File: config.mk
export PLATFORM = sky130hd
export DESIGN_NAME = sms_timing_ring
export DESIGN_NICKNAME = d
export VERILOG_FILES = /design/src/rtl/sms_timing_ring.sv
export SDC_FILE = /design/constraint.sdc
export NUM_CORES = 1
export LEC_CHECK = 0
export BUFFER_PORTS_ARGS = -buffer_cell sky130_fd_sc_hd__buf_2
export CAP_MARGIN = 0
export CORE_MARGIN = 2
export CORE_UTILIZATION = 45
export DETAILED_ROUTE_END_ITERATION = 10
export GPL_TIMING_DRIVEN = 1
export PLACE_DENSITY = 0.75
export SKIP_CTS_REPAIR_TIMING = 1
export SLEW_MARGIN = 20
export SYNTH_ARGS = -nofsm -noshare
export SYNTH_HDL_FRONTEND = slang
export SYNTH_SLANG_ARGS = --single-unit
File: constraint.sdc
create_clock -name clk -period 3.8 [get_ports clk]
set_input_delay 0.76 -clock clk [delete_from_list [all_inputs] [get_ports clk]]
set_output_delay 0.76 -clock clk [all_outputs]
set_load 0.005 [all_outputs]
File: src/rtl/sms_timing_ring.sv
// sms_timing_ring: one-hot ring of binary triggers generating memory-cycle
// timing stages. Stage 0 is the rest stage; a cycle is STAGES edges long.
// Modes: IDLE, continuous RUN, single-cycle STEP, with graceful end-of-cycle
// stop and a completed-cycle counter.
// Optional ring-integrity check: define SMS_RING_CHECK_EN.
module sms_timing_ring #(
    parameter int unsigned STAGES = 6,
    parameter int unsigned CNT_W  = 16
) (
    input  logic              clk,
    input  logic              rst_n,
    input  logic              run,
    input  logic              step,
    input  logic              stop_req,
    output logic [STAGES-1:0] ring,
    output logic              busy,
    output logic              cycle_end,
    output logic [CNT_W-1:0]  cycle_cnt,
    output logic              err
);

    typedef enum logic [1:0] {
        IDLE = 2'd0,
        RUN  = 2'd1,
        STEP = 2'd2
    } state_t;

    localparam logic [STAGES-1:0] RING_REST = {{(STAGES-1){1'b0}}, 1'b1};

    state_t             r_state;
    logic [STAGES-1:0]  r_ring;
    logic               r_cycle_end;
    logic [CNT_W-1:0]   r_cnt;
    logic               r_stop_pend;

    state_t             w_state;
    logic [STAGES-1:0]  w_ring;
    logic               w_cycle_end;
    logic [CNT_W-1:0]   w_cnt;
    logic               w_stop_pend;
    logic [STAGES-1:0]  w_ring_rot;
    logic               w_at_wrap;

`ifdef SMS_RING_CHECK_EN
    logic               r_err;
    logic               w_err;
`endif

    assign w_ring_rot = {r_ring[STAGES-2:0], r_ring[STAGES-1]};
    assign w_at_wrap  = r_ring[STAGES-1];

    // Next-state: mode transitions, ring rotation, stop latch and cycle count
    always_comb begin
        w_state     = r_state;
        w_ring      = r_ring;
        w_cycle_end = 1'b0;
        w_cnt       = r_cnt;
        w_stop_pend = r_stop_pend;
`ifdef SMS_RING_CHECK_EN
        w_err       = r_err;
`endif
        case (r_state)
            IDLE: begin
                // run has priority over step; stop_req is not latched here
                if (run) begin
                    w_state = RUN;
                    w_ring  = w_ring_rot;
                end else if (step) begin
                    w_state = STEP;
                    w_ring  = w_ring_rot;
                end
            end
            default: begin
                // RUN or STEP: rotate every edge; step input is ignored
                w_ring = w_ring_rot;
                if (stop_req) begin
                    w_stop_pend = 1'b1;
                end
                if (w_at_wrap) begin
                    w_cycle_end = 1'b1;
                    w_cnt       = r_cnt + CNT_W'(1);
                    if (!(r_state == RUN && run && !r_stop_pend && !stop_req)) begin
                        w_state     = IDLE;
                        w_stop_pend = 1'b0;
                    end
                end
            end
        endcase
`ifdef SMS_RING_CHECK_EN
        // A corrupted ring aborts the cycle without counting it
        if (!$onehot(r_ring)) begin
            w_err       = 1'b1;
            w_ring      = RING_REST;
            w_state     = IDLE;
            w_stop_pend = 1'b0;
            w_cycle_end = 1'b0;
            w_cnt       = r_cnt;
        end
`endif
    end

    // State registers with asynchronous active-low reset
    always_ff @(posedge clk or negedge rst_n) begin
        if (!rst_n) begin
            r_state     <= IDLE;
            r_ring      <= RING_REST;
            r_cycle_end <= 1'b0;
            r_cnt       <= '0;
            r_stop_pend <= 1'b0;
        end else begin
            r_state     <= w_state;
            r_ring      <= w_ring;
            r_cycle_end <= w_cycle_end;
            r_cnt       <= w_cnt;
            r_stop_pend <= w_stop_pend;
        end
    end

`ifdef SMS_RING_CHECK_EN
    // Sticky integrity error flag
    always_ff @(posedge clk or negedge rst_n) begin
        if (!rst_n) begin
            r_err <= 1'b0;
        end else begin
            r_err <= w_err;
        end
    end
    assign err = r_err;
`else
    assign err = 1'b0;
`endif

    assign ring      = r_ring;
    assign busy      = (r_state != IDLE);
    assign cycle_end = r_cycle_end;
    assign cycle_cnt = r_cnt;

endmodule

==> summary.md, run 1 <==
| Metric | Value |
|---|---|
| Status | finished, final reports clean |
| Placed insts | 145 |
| Max Root-Sink Buffers | 2 |
| WP data required | 3040 ps |
| CTS tree | done |
| 1st-pass router iterations | 4 |
| Die Area | 2915 µm² |
| Setup TNS | 0 ps |
| Highest Clock Rate | 523.6 MHz |
| RSZ-0062 raised after global routing | no |
| Slew Limit Fails | 0 |
| DRC | 0 |
| Final Util | 0.5432 |
| Initial antenna violation count | 0 |
| DRT antenna net count | 0 |
| Synth Net Count | 94 |
| Antenna Cells | 0 |
| M1 GR Usage | 0.1857 |
| Setup Skew | 11.62 ps |
| Detail Placement HPWL | 1.412 mm |
| VDD IR max | 0.0003968 V |
| Crit Path Class | reg2out |
| Least-Margin Pin Slew | 547.3 ps |
| PortBufs | 28 |
| Yosys top cell area share | 0.5562 |
| Ranking of synthesized cells by area | dfrtp_1 (56%), xnor2_1 (8.6%), mux2_4 (6.7%), xor2_1 (3.1%), nand2_1 (3.0%) |
| TritonCTS buffer count | 3 |
| Crit path cell chain | or2_4 > buf_2 |
| Detailed Route Iter0 Violations | 9 |
| Final setup vio count | 0 |
| P per Cell Area | 549.7 nW/µm² |
| Layout cells sized above 1 | 0.3613 |
| Congestion Overflow GR | 0 |
| Critical path's slowest cell | dfrtp_1 |
| Final cell count without fillers | 149 |
| Critical Path Fanout Max | 4 |
| WP depth | 2 |
| Critical Path Start Type | flop |
| Crit path DAT | 1150 ps |
| Vias in the first global route | 697 |
| Number of synthesized flops with an enable pin | 0 |
| Cells after Synth | 88 |
| Die Ht | 54.00 µm |
| Crit share post-route | 0.5026 |
| Area Growth Syn to Fin | 17.46% |
| Most frequent cells in the layout | buf_2 (28), dfrtp_1 (25), xnor2_1 (11) |
| FF+latch count, synth | 26 |
| Post-Syn Area | 1125 µm² |
| Met3 Track Usage GR | 0.02778 |
| Global routing usage on met2 | 0.2480 |
| Layout Nets | 126 |
| Clk root buf | clkbuf_4 |
| Final WL | 1.853 mm |
| Drt via density | 4.792 |
| Via Count | 714 |
| Ys Warns | 0 |
| Placer congestion estimate | roughly 0.71 |
| Static leakage | 0.6897 nW |
| Worst reg2reg path depth | 3 |
| Synth area leader | dfrtp_1 |
| Sequential element share of the synthesized area | 0.5795 |
| Die X | 54.00 µm |
| Critical path buffers and inverters | 1 |
| Commonest non-fill, non-tap cell in the layout | buf_2 |
| Slew margin rel. | 0.6351 |
| Initial Util | 0.4624 |
| Row Count | 18 |
| Clock Sinks | 26 |
| H-tree level count | 1 |
| Min Tclk post-route | 1910 ps |
| WL/cell | 12.44 µm |
| Largest net degree at the start of global routing | 27 |
| CP top delay family | flip-flops |
| Clock transition at the registers of the reported paths | 140 ps |
| Slowest stage delay, CP | 430 ps |
| Core region area | 2432 µm² |
| Dominant synthesized flop cell | dfrtp_1 |
| Min-Delay Path Class | in2async |
| Most crowded layer after global routing | met2 |
| Final Hold Fails | 0 |
| Avg Inst Size Synth | 12.78 µm² |
| First-pass GRT wire length | between 3 and 4 mm |
| Number of max-cap violations | 0 |
| Top-level I/O count | 30 |
| Post-synth ARST share | 1.000 |
| Fillers | about 230 |
| Worst-skew pair later-pin latency | 310 ps |
| CP endpoint kind | primary output |
| Netlist cell types | 27 |
| Total track usage | 0.1494 |
==> cells by family (layout without fill, tap and decap cells) <==
group	after synthesis	after routing	synth area share
compound gates	6	6	0.03781
xor+xnor	15	15	0.1168
simple gates	28	28	0.1613
mux	5	5	0.06674
fa+ha+maj	1	1	0.01112
flops	26	26	0.5795
other cells	1	1	0.003334
buf+inv	6	37	0.02336
==> metal layers <==
metal,vias to the layer above,part of all wire
met5,-,0
li1,356,-
met2,17,0.47
met1,339,0.47
met4,0,0.015
met3,2,0.046
==> state kept, by name (all words and copies together) (netlist names) <==
name,cells
cycle_cnt,16
cycle_end,1
r_state,2
r_stop_pend,1
ring,6
==> final cells by class <==
class / count / area [µm²] / area share
clock buffers: 4 / 26.28 / 0.01989
inverters: 5 / 18.77 / 0.01420
multi-input cells: 56 / 446.7 / 0.3381
flip-flops and latches: 26 / 651.9 / 0.4934
well taps: 30 / 37.54 / 0.02841
repair buffers: 28 / 140.1 / 0.1061
==> path summary, 6_finish.rpt <==
path / startpoint / end / slack (ps)
max: r_state[1] / busy / 1890
min: rst_n / cycle_cnt[2] / 410
max reg2reg: r_state[1] / ring[1] / 2310
min reg2reg: cycle_cnt[15] / cycle_cnt[15] / 490
max in group asynchronous: rst_n / ring[0] / 3000
min in group clk: cycle_cnt[15] / cycle_cnt[15] / 490
==> stage by stage <==
step	worst slack (ps)	total power, W	instance area, µm²	hold slack (ps)
finish	1890	0.0007263	1321	415.0
global placement	2076	0.0006102	1295	454.9
CTS	1881	0.0007377	1321	426.1
detailed placement	2048	0.0006217	1295	478.4
floorplan	2246	0.0005315	1125	457.4
global route	1834	0.0007815	1321	441.6
==> power breakdown <==
part / internal (W) / switching (W) / total (W)
Clock: 0.0000409 / 0.0000739 / 0.000115
Sequential: 0.000344 / 0.0000610 / 0.000405
Combinational: 0.000112 / 0.0000943 / 0.000207
==> cell usage after synthesis (3+ instances only) <==
library cell and n:
dfrtp_1 25, xnor2_1 11, nand2_1 9, inv_1 5, mux2_4 5, nand3_1 5, xor2_1 4, and4_1 3
nor2_1 3
(Power assumes the default switching activity.)
==> inputs of run 2 (changes only) <==
ABC_AREA = 1   (was not set)
PLACE_DENSITY = 0.77   (was 0.75)
clock period = 1.7 ns   (was 3.8 ns; I/O delays follow)
==> summary.md, run 2 <==
| Metric | Value |
|---|---|
| Status | finished with violations (was finished, final reports clean) |
| Failing checks | hold timing |
| Crit Path Class | reg2out (unchanged) |
| Sequential element share of the synthesized area | 0.5231 (was 0.5795) |
| Final Hold Fails | 13 (was 0) |
| Commonest non-fill, non-tap cell in the layout | nand2_1 (was buf_2) |
| Setup Skew | 13.32 ps (was 11.62 ps) |
| Layout cells sized above 1 | 0.2343 (was 0.3613) |
| Setup TNS | 0 ps (unchanged) |
| Area Growth Syn to Fin | 15.46% (was 17.46%) |
| Most common cell in the netlist | nand2_1 (was dfrtp_1) |
| DRT antenna net count | 0 (unchanged) |
| Critical Path Fanout Max | 4 (unchanged) |
| Cells after Synth | 145 (was 88) |
| Synth Net Count | 151 (was 94) |
| Critical Path Start Type | flop (unchanged) |
| Min Tclk post-route | around 1500 ps |
| 1st-pass router iterations | 4 (unchanged) |
| Worst reg2reg path depth | 8 (was 3) |
| Slew margin rel. | 0.6251 (was 0.6351) |
| Clock Sinks | 26 (unchanged) |
| Vias in the first global route | 1009 (was 697) |
| Clk root buf | clkbuf_4 (unchanged) |
| Yosys top cell area share | 0.5020 (was 0.5562) |
| Post-Syn Area | 1246 µm² (was 1125 µm²) |
| Top-level I/O count | 30 (unchanged) |
| Highest Clock Rate | 656.9 MHz |
| Core region area | 2686 µm² (was 2432 µm²) |
| Slew Limit Fails | 0 (unchanged) |
| Dominant synthesized flop cell | dfrtp_1 (unchanged) |
| Die Area | 3206 µm² (was 2915 µm²) |
| Detail Placement HPWL | 1.860 mm (was 1.412 mm) |
| Synth area leader | dfrtp_1 (unchanged) |
| TritonCTS buffer count | 3 (unchanged) |
| H-tree level count | 1 (unchanged) |
| Number of max-cap violations | 0 (unchanged) |
| CP endpoint kind | primary output (unchanged) |
| Antenna Cells | 0 (unchanged) |
| VDD IR max | 0.0009282 V (was 0.0003968 V) |
| Total track usage | 0.1603 (was 0.1494) |
| FF+latch count, synth | 26 (unchanged) |
| Avg Inst Size Synth | 8.594 µm² (was 12.78 µm²) |
| Final setup vio count | 0 (unchanged) |
| WL/cell | 11.46 µm (was 12.44 µm) |
| Post-synth ARST share | 1.000 (unchanged) |
| Max Root-Sink Buffers | 2 (unchanged) |
| Clock transition at the registers of the reported paths | 140 ps (about the same) |
| Ys Warns | 0 (unchanged) |
| Detailed Route Iter0 Violations | 22 (was 9) |
| DRC | 0 (unchanged) |
| WP data required | 1360 ps (was 3040 ps) |
| PortBufs | 28 (unchanged) |
| Layout Nets | 182 (was 126) |
| Congestion Overflow GR | 0 (unchanged) |
| Via Count | 1041 (was 714) |
| Row Count | 19 (was 18) |
| Netlist cell types | 24 (was 27) |
| Initial Util | 0.4639 (was 0.4624) |
| Die X | 56.63 µm (was 54.00 µm) |
| Design Power | 0.001915 W (was 0.0007263 W) |
| Worst-skew pair later-pin latency | 320 ps (was 310 ps) |
| P per Cell Area | 1331 nW/µm² (was 549.7 nW/µm²) |
| Most frequent cells in the layout | nand2_1 (36), buf_2 (28), dfrtp_1 (25) (was buf_2 (28), dfrtp_1 (25), xnor2_1 (11)) |
| Crit share post-route | 0.8955 |
| Max FFs per register | 16 (unchanged) |
| Min-Delay Path Class | in2async (unchanged) |
| Worst hold slack | -10.01 ps (was 415.0 ps) |
| First-pass GRT wire length | 4.119 mm (was 3.084 mm) |
| Design Area, Final | 1439 µm² (was 1321 µm²) |
| Final WL | 2.361 mm (was 1.853 mm) |
| Placer congestion estimate | 0.8086 (was 0.7063) |
| CTS tree | done (unchanged) |
| Least-Margin Pin Slew | 562.4 ps (was 547.3 ps) |
| Die Ht | 56.63 µm (was 54.00 µm) |
| RSZ-0062 raised after global routing | no (unchanged) |
| Number of synthesized flops with an enable pin | 0 (unchanged) |
| Placed inst area | 1413 µm² (was 1295 µm²) |
| Static leakage | 0.7888 nW (was 0.6897 nW) |
| Largest net degree at the start of global routing | 27 (unchanged) |
| Crit path DAT | 1180 ps (was 1150 ps) |
| Ranking of synthesized cells by area | dfrtp_1 (50%), nand2_1 (11%), nor2_1 (6.6%), inv_1 (5.1%), xor2_1 (4.2%) (was dfrtp_1 (56%), xnor2_1 (8.6%), mux2_4 (6.7%), xor2_1 (3.1%), nand2_1 (3.0%)) |
| Final Util | 0.5356 (was 0.5432) |
| Initial antenna violation count | 0 (unchanged) |
| Drt via density | 5.053 (was 4.792) |
| Synth cell count leaders | nand2_1 (36), dfrtp_1 (25), nor2_1 (22) (was dfrtp_1 (25), xnor2_1 (11), nand2_1 (9)) |
==> run 2: changes by cell type in the layout (fill, tap and decap cells not counted), sizes merged, moves of 4 or more <==
cell   before  now
inv         5   19
nor2        3   26
xnor2      11    3
nand2       9   36
nand4       1    5
mux2        5    0
==> run 2: critical path: stages (launching register included) <==
cell	delay, ps
dfrtp_1	440
nor2_4	220
inv_2	70
buf_2	130
==> run 2: metrics by stage <==
stage	setup slack, ps	hold slack [ps]	cells
3_5_place_dp	258.7	370.8	202
6_report	177.6	-10.01	206
5_1_grt	78.69	20.42	206
2_1_floorplan	383.5	44.41	145
4_1_cts	158.0	1.947	206
3_3_place_gp	347.0	357.5	202
==> run 2: final cells by class <==
class                   instances  area [µm²]
inverters                      20       75.07
flip-flops and latches         26       651.9
repair buffers                 28       140.1
multi-input cells              97       506.7
fillers                       259        1247
well taps                      31       38.79
clock buffers                   4       26.28
==> run 2: cell families (layout without fill, tap and decap cells) <==
family | Yosys count | count (layout) | share of synthesized area
fa+ha+maj | 1 | 1 | 0.01004
simple gates | 76 | 76 | 0.2892
xor+xnor | 9 | 9 | 0.06326
compound gates | 10 | 10 | 0.04117
buf+inv | 22 | 52 | 0.07028
flops | 26 | 26 | 0.5231
other cells | 1 | 1 | 0.003009
==> run 2: path summary, 6_finish.rpt <==
kind                       slack [ps]          start            end
max                               180     r_state[1]           busy
min                               -10          rst_n   cycle_cnt[5]
max reg2reg                       230   cycle_cnt[0]  cycle_cnt[14]
min reg2reg                       520  cycle_cnt[10]  cycle_cnt[10]
max in group asynchronous        1320          rst_n        ring[0]
min in group clk                  270       stop_req    r_stop_pend
==> run 2: power by group <==
group	internal [W]	switching [W]	leakage, nW
Combinational	0.000282	0.000395	0.439
Clock	0.0000917	0.000170	0.0150
Sequential	0.000807	0.000168	0.334
==> run 2: routing by layer <==
metal  GRT usage  share of wire  up-vias
met5           0              0        -
met4     0.05442          0.014        0
met3     0.02765          0.046        5
met2      0.2841           0.51       31
met1      0.1949           0.43      497
li1            -              -      508
==> inputs of run 3 (changes only) <==
CORE_MARGIN = not set   (was 2)
REMOVE_ABC_BUFFERS = 1   (was not set)
clock period = 1.35 ns   (was 1.7 ns; I/O delays follow)
==> summary.md, run 3 (same netlist as run 2, synthesis figures left out) <==
| Metric | Value |
|---|---|
| Highest Clock Rate | 732.1 MHz |
| R2R setup slack | 20 ps (was 230 ps) |
| Top-level I/O count | 30 (unchanged) |
| Crit path DAT | 1100 ps (was 1180 ps) |
| Hold Crit Depth | 3 |
| Layout Nets | 195 (was 182) |
| TritonCTS buffer count | 3 (unchanged) |
| Worst-skew pair later-pin latency | 310 ps (was 320 ps) |
| WL/cell | 11.09 µm (was 11.46 µm) |
| DRC | 0 (unchanged) |
| Design Power | 0.002774 W (was 0.001915 W) |
| CP endpoint kind | primary output (unchanged) |
| Clock Sinks | 26 (unchanged) |
| Critical Path Start Type | flop (unchanged) |
| Detailed Route Iter0 Violations | 5 (was 22) |
| WP data required | 1080 ps (was 1360 ps) |
| Max Root-Sink Buffers | 2 (unchanged) |
| P per Cell Area | 1736 nW/µm² (was 1331 nW/µm²) |
| PortBufs | 28 (unchanged) |
| Row Count | 18 (was 19) |
| Critical path's slowest cell | dfrtp_2 (was dfrtp_1) |
| WHS Endpoint | r_stop_pend |
| Largest net degree at the start of global routing | 27 (unchanged) |
| Min Tclk post-route | 1366 ps |
| VDD IR max | 0.001157 V (was 0.0009282 V) |
| Failing checks | setup timing (was hold timing) |
| Vias in the first global route | 870 (was 1009) |
| Crit path cell chain | nor2_4 > inv_2 > buf_2 (unchanged) |
| Most crowded layer after global routing | met2 (unchanged) |
| Status | finished with violations (unchanged) |
| RSZ-0062 raised after global routing | yes (was no) |
| Crit share post-route | 1.012 |
| CTS tree | done (unchanged) |
| Total track usage | 0.1828 (was 0.1603) |
| Drt via density | 4.812 (was 5.053) |
| Number of max-cap violations | 0 (unchanged) |
| M1 GR Usage | 0.2395 (was 0.1949) |
| Final WL | 2.418 mm (was 2.361 mm) |
| Placed inst area | 1456 µm² (was 1413 µm²) |
| Slew Limit Fails | 0 (unchanged) |
| Static leakage | 0.8565 nW (was 0.7888 nW) |
| Slew margin rel. | 0.6298 (was 0.6251) |
| Slowest stage delay, CP | 460 ps (was 440 ps) |
| Max FFs per register | 16 (unchanged) |
| H-tree level count | 1 (unchanged) |
| Placer congestion estimate | 0.8166 (was 0.8086) |
| Final Util | 0.6278 (was 0.5356) |
| Final worst slack | -15.86 ps (was 177.6 ps) |
| Core region area | 2545 µm² (was 2686 µm²) |
| First-pass GRT wire length | 3.857 mm (was 4.119 mm) |
| Die X | 54.63 µm (was 56.63 µm) |
| Setup Skew | 2.680 ps (was 13.32 ps) |
| Final setup vio count | 1 (was 0) |
| Area Growth Syn to Fin | 28.21% (was 15.46%) |
| Initial antenna violation count | 0 (unchanged) |
| Crit Path Class | reg2out (unchanged) |
| Layout cells sized above 1 | 0.3298 (was 0.2343) |
| Critical Path Fanout Max | 4 (unchanged) |
| Worst reg2reg path endpoint | cycle_cnt[15] (was cycle_cnt[14]) |
| Min-Delay Startpoint | stop_req |
| Met3 Track Usage GR | 0.02500 (was 0.02765) |
| Die Area | 2984 µm² (was 3206 µm²) |
| Worst reg2reg path depth | 8 (unchanged) |
| R2R Path Start | r_state[1] (was cycle_cnt[0]) |
| Commonest non-fill, non-tap cell in the layout | nand2_1 (unchanged) |
| Detail Placement HPWL | 1.810 mm (was 1.860 mm) |
| Via Count | 1049 (was 1041) |
| Global routing usage on met2 | 0.3112 (was 0.2841) |
| Clock transition at the registers of the reported paths | 140 ps (about the same) |
| Congestion Overflow GR | 0 (unchanged) |
| 1st-pass router iterations | 3 (was 4) |
| Design Area, Final | 1598 µm² (was 1439 µm²) |
| Clk root buf | clkbuf_4 (unchanged) |
| Antenna Cells | 0 (unchanged) |
| Die Ht | 54.63 µm (was 56.63 µm) |
| Most frequent cells in the layout | nand2_1 (35), buf_2 (28), dfrtp_1 (24) (was nand2_1 (36), buf_2 (28), dfrtp_1 (25)) |
| Initial Util | 0.4897 (was 0.4639) |
| Min-Delay Path Class | in2reg (was in2async) |
| DRT antenna net count | 0 (unchanged) |
| Final Hold Fails | 0 (was 13) |
| Least-Margin Pin Slew | 555.3 ps (was 562.4 ps) |
==> run 3: cell count changes in the layout (fill, tap and decap cells not counted), moves of 2 or more <==
cell / delta
nor2_2: +2
buf_4: +11
nor2_4: +2
nor2_1: -4
nand3_4: +2
==> run 3: area by class of cell <==
class / instances / area (µm²)
inverters: 20 / 75.07
repair buffers: 41 / 244.0
clock buffers: 4 / 36.28
fillers: 225 / 947.2
flip-flops and latches: 26 / 653.1
well taps: 30 / 37.54
multi-input cells: 97 / 551.8
==> run 3: stage by stage <==
step,setup TNS [ps],instances,hold WS [ps],worst slack (ps)
2_1_floorplan,0,143,-25.59,33.48
3_3_place_gp,0,207,292.9,91.49
3_5_place_dp,0,207,303.9,26.49
4_1_cts,-131.6,211,-61.10,-122.7
5_1_grt,-331.1,218,208.2,-75.07
6_report,-15.86,218,202.5,-15.86
==> run 3: worst max-delay path by stage <==
stage,start,endpoint,slack [ps],cells past startpoint
2_1_floorplan,cycle_cnt[0],cycle_cnt[14],30,8
3_3_place_gp,r_state[1],r_state[1],90,5
3_5_place_dp,r_state[1],r_state[0],30,5
4_1_cts,r_state[1],busy,-120,3
5_1_grt,r_state[0],busy,-80,3
6_report,r_state[0],busy,-20,3
==> run 3: critical path, delay by kind of cell, from the launching register on <==
family	cells	cell delay [ps]
flops	1	460
buf+inv	2	170
simple gates	1	150
==> run 3: layer usage <==
metal  wire length, µm  part of all wire
met5                 0                 0
met4                30             0.012
met3                79             0.033
met2              1236              0.51
met1              1071              0.44
==> run 3: power by group <==
group,switching [W],internal (W)
combinational,0.000601,0.000566
sequential,0.000196,0.00102
clock,0.000227,0.000165
total,0.00102,0.00175
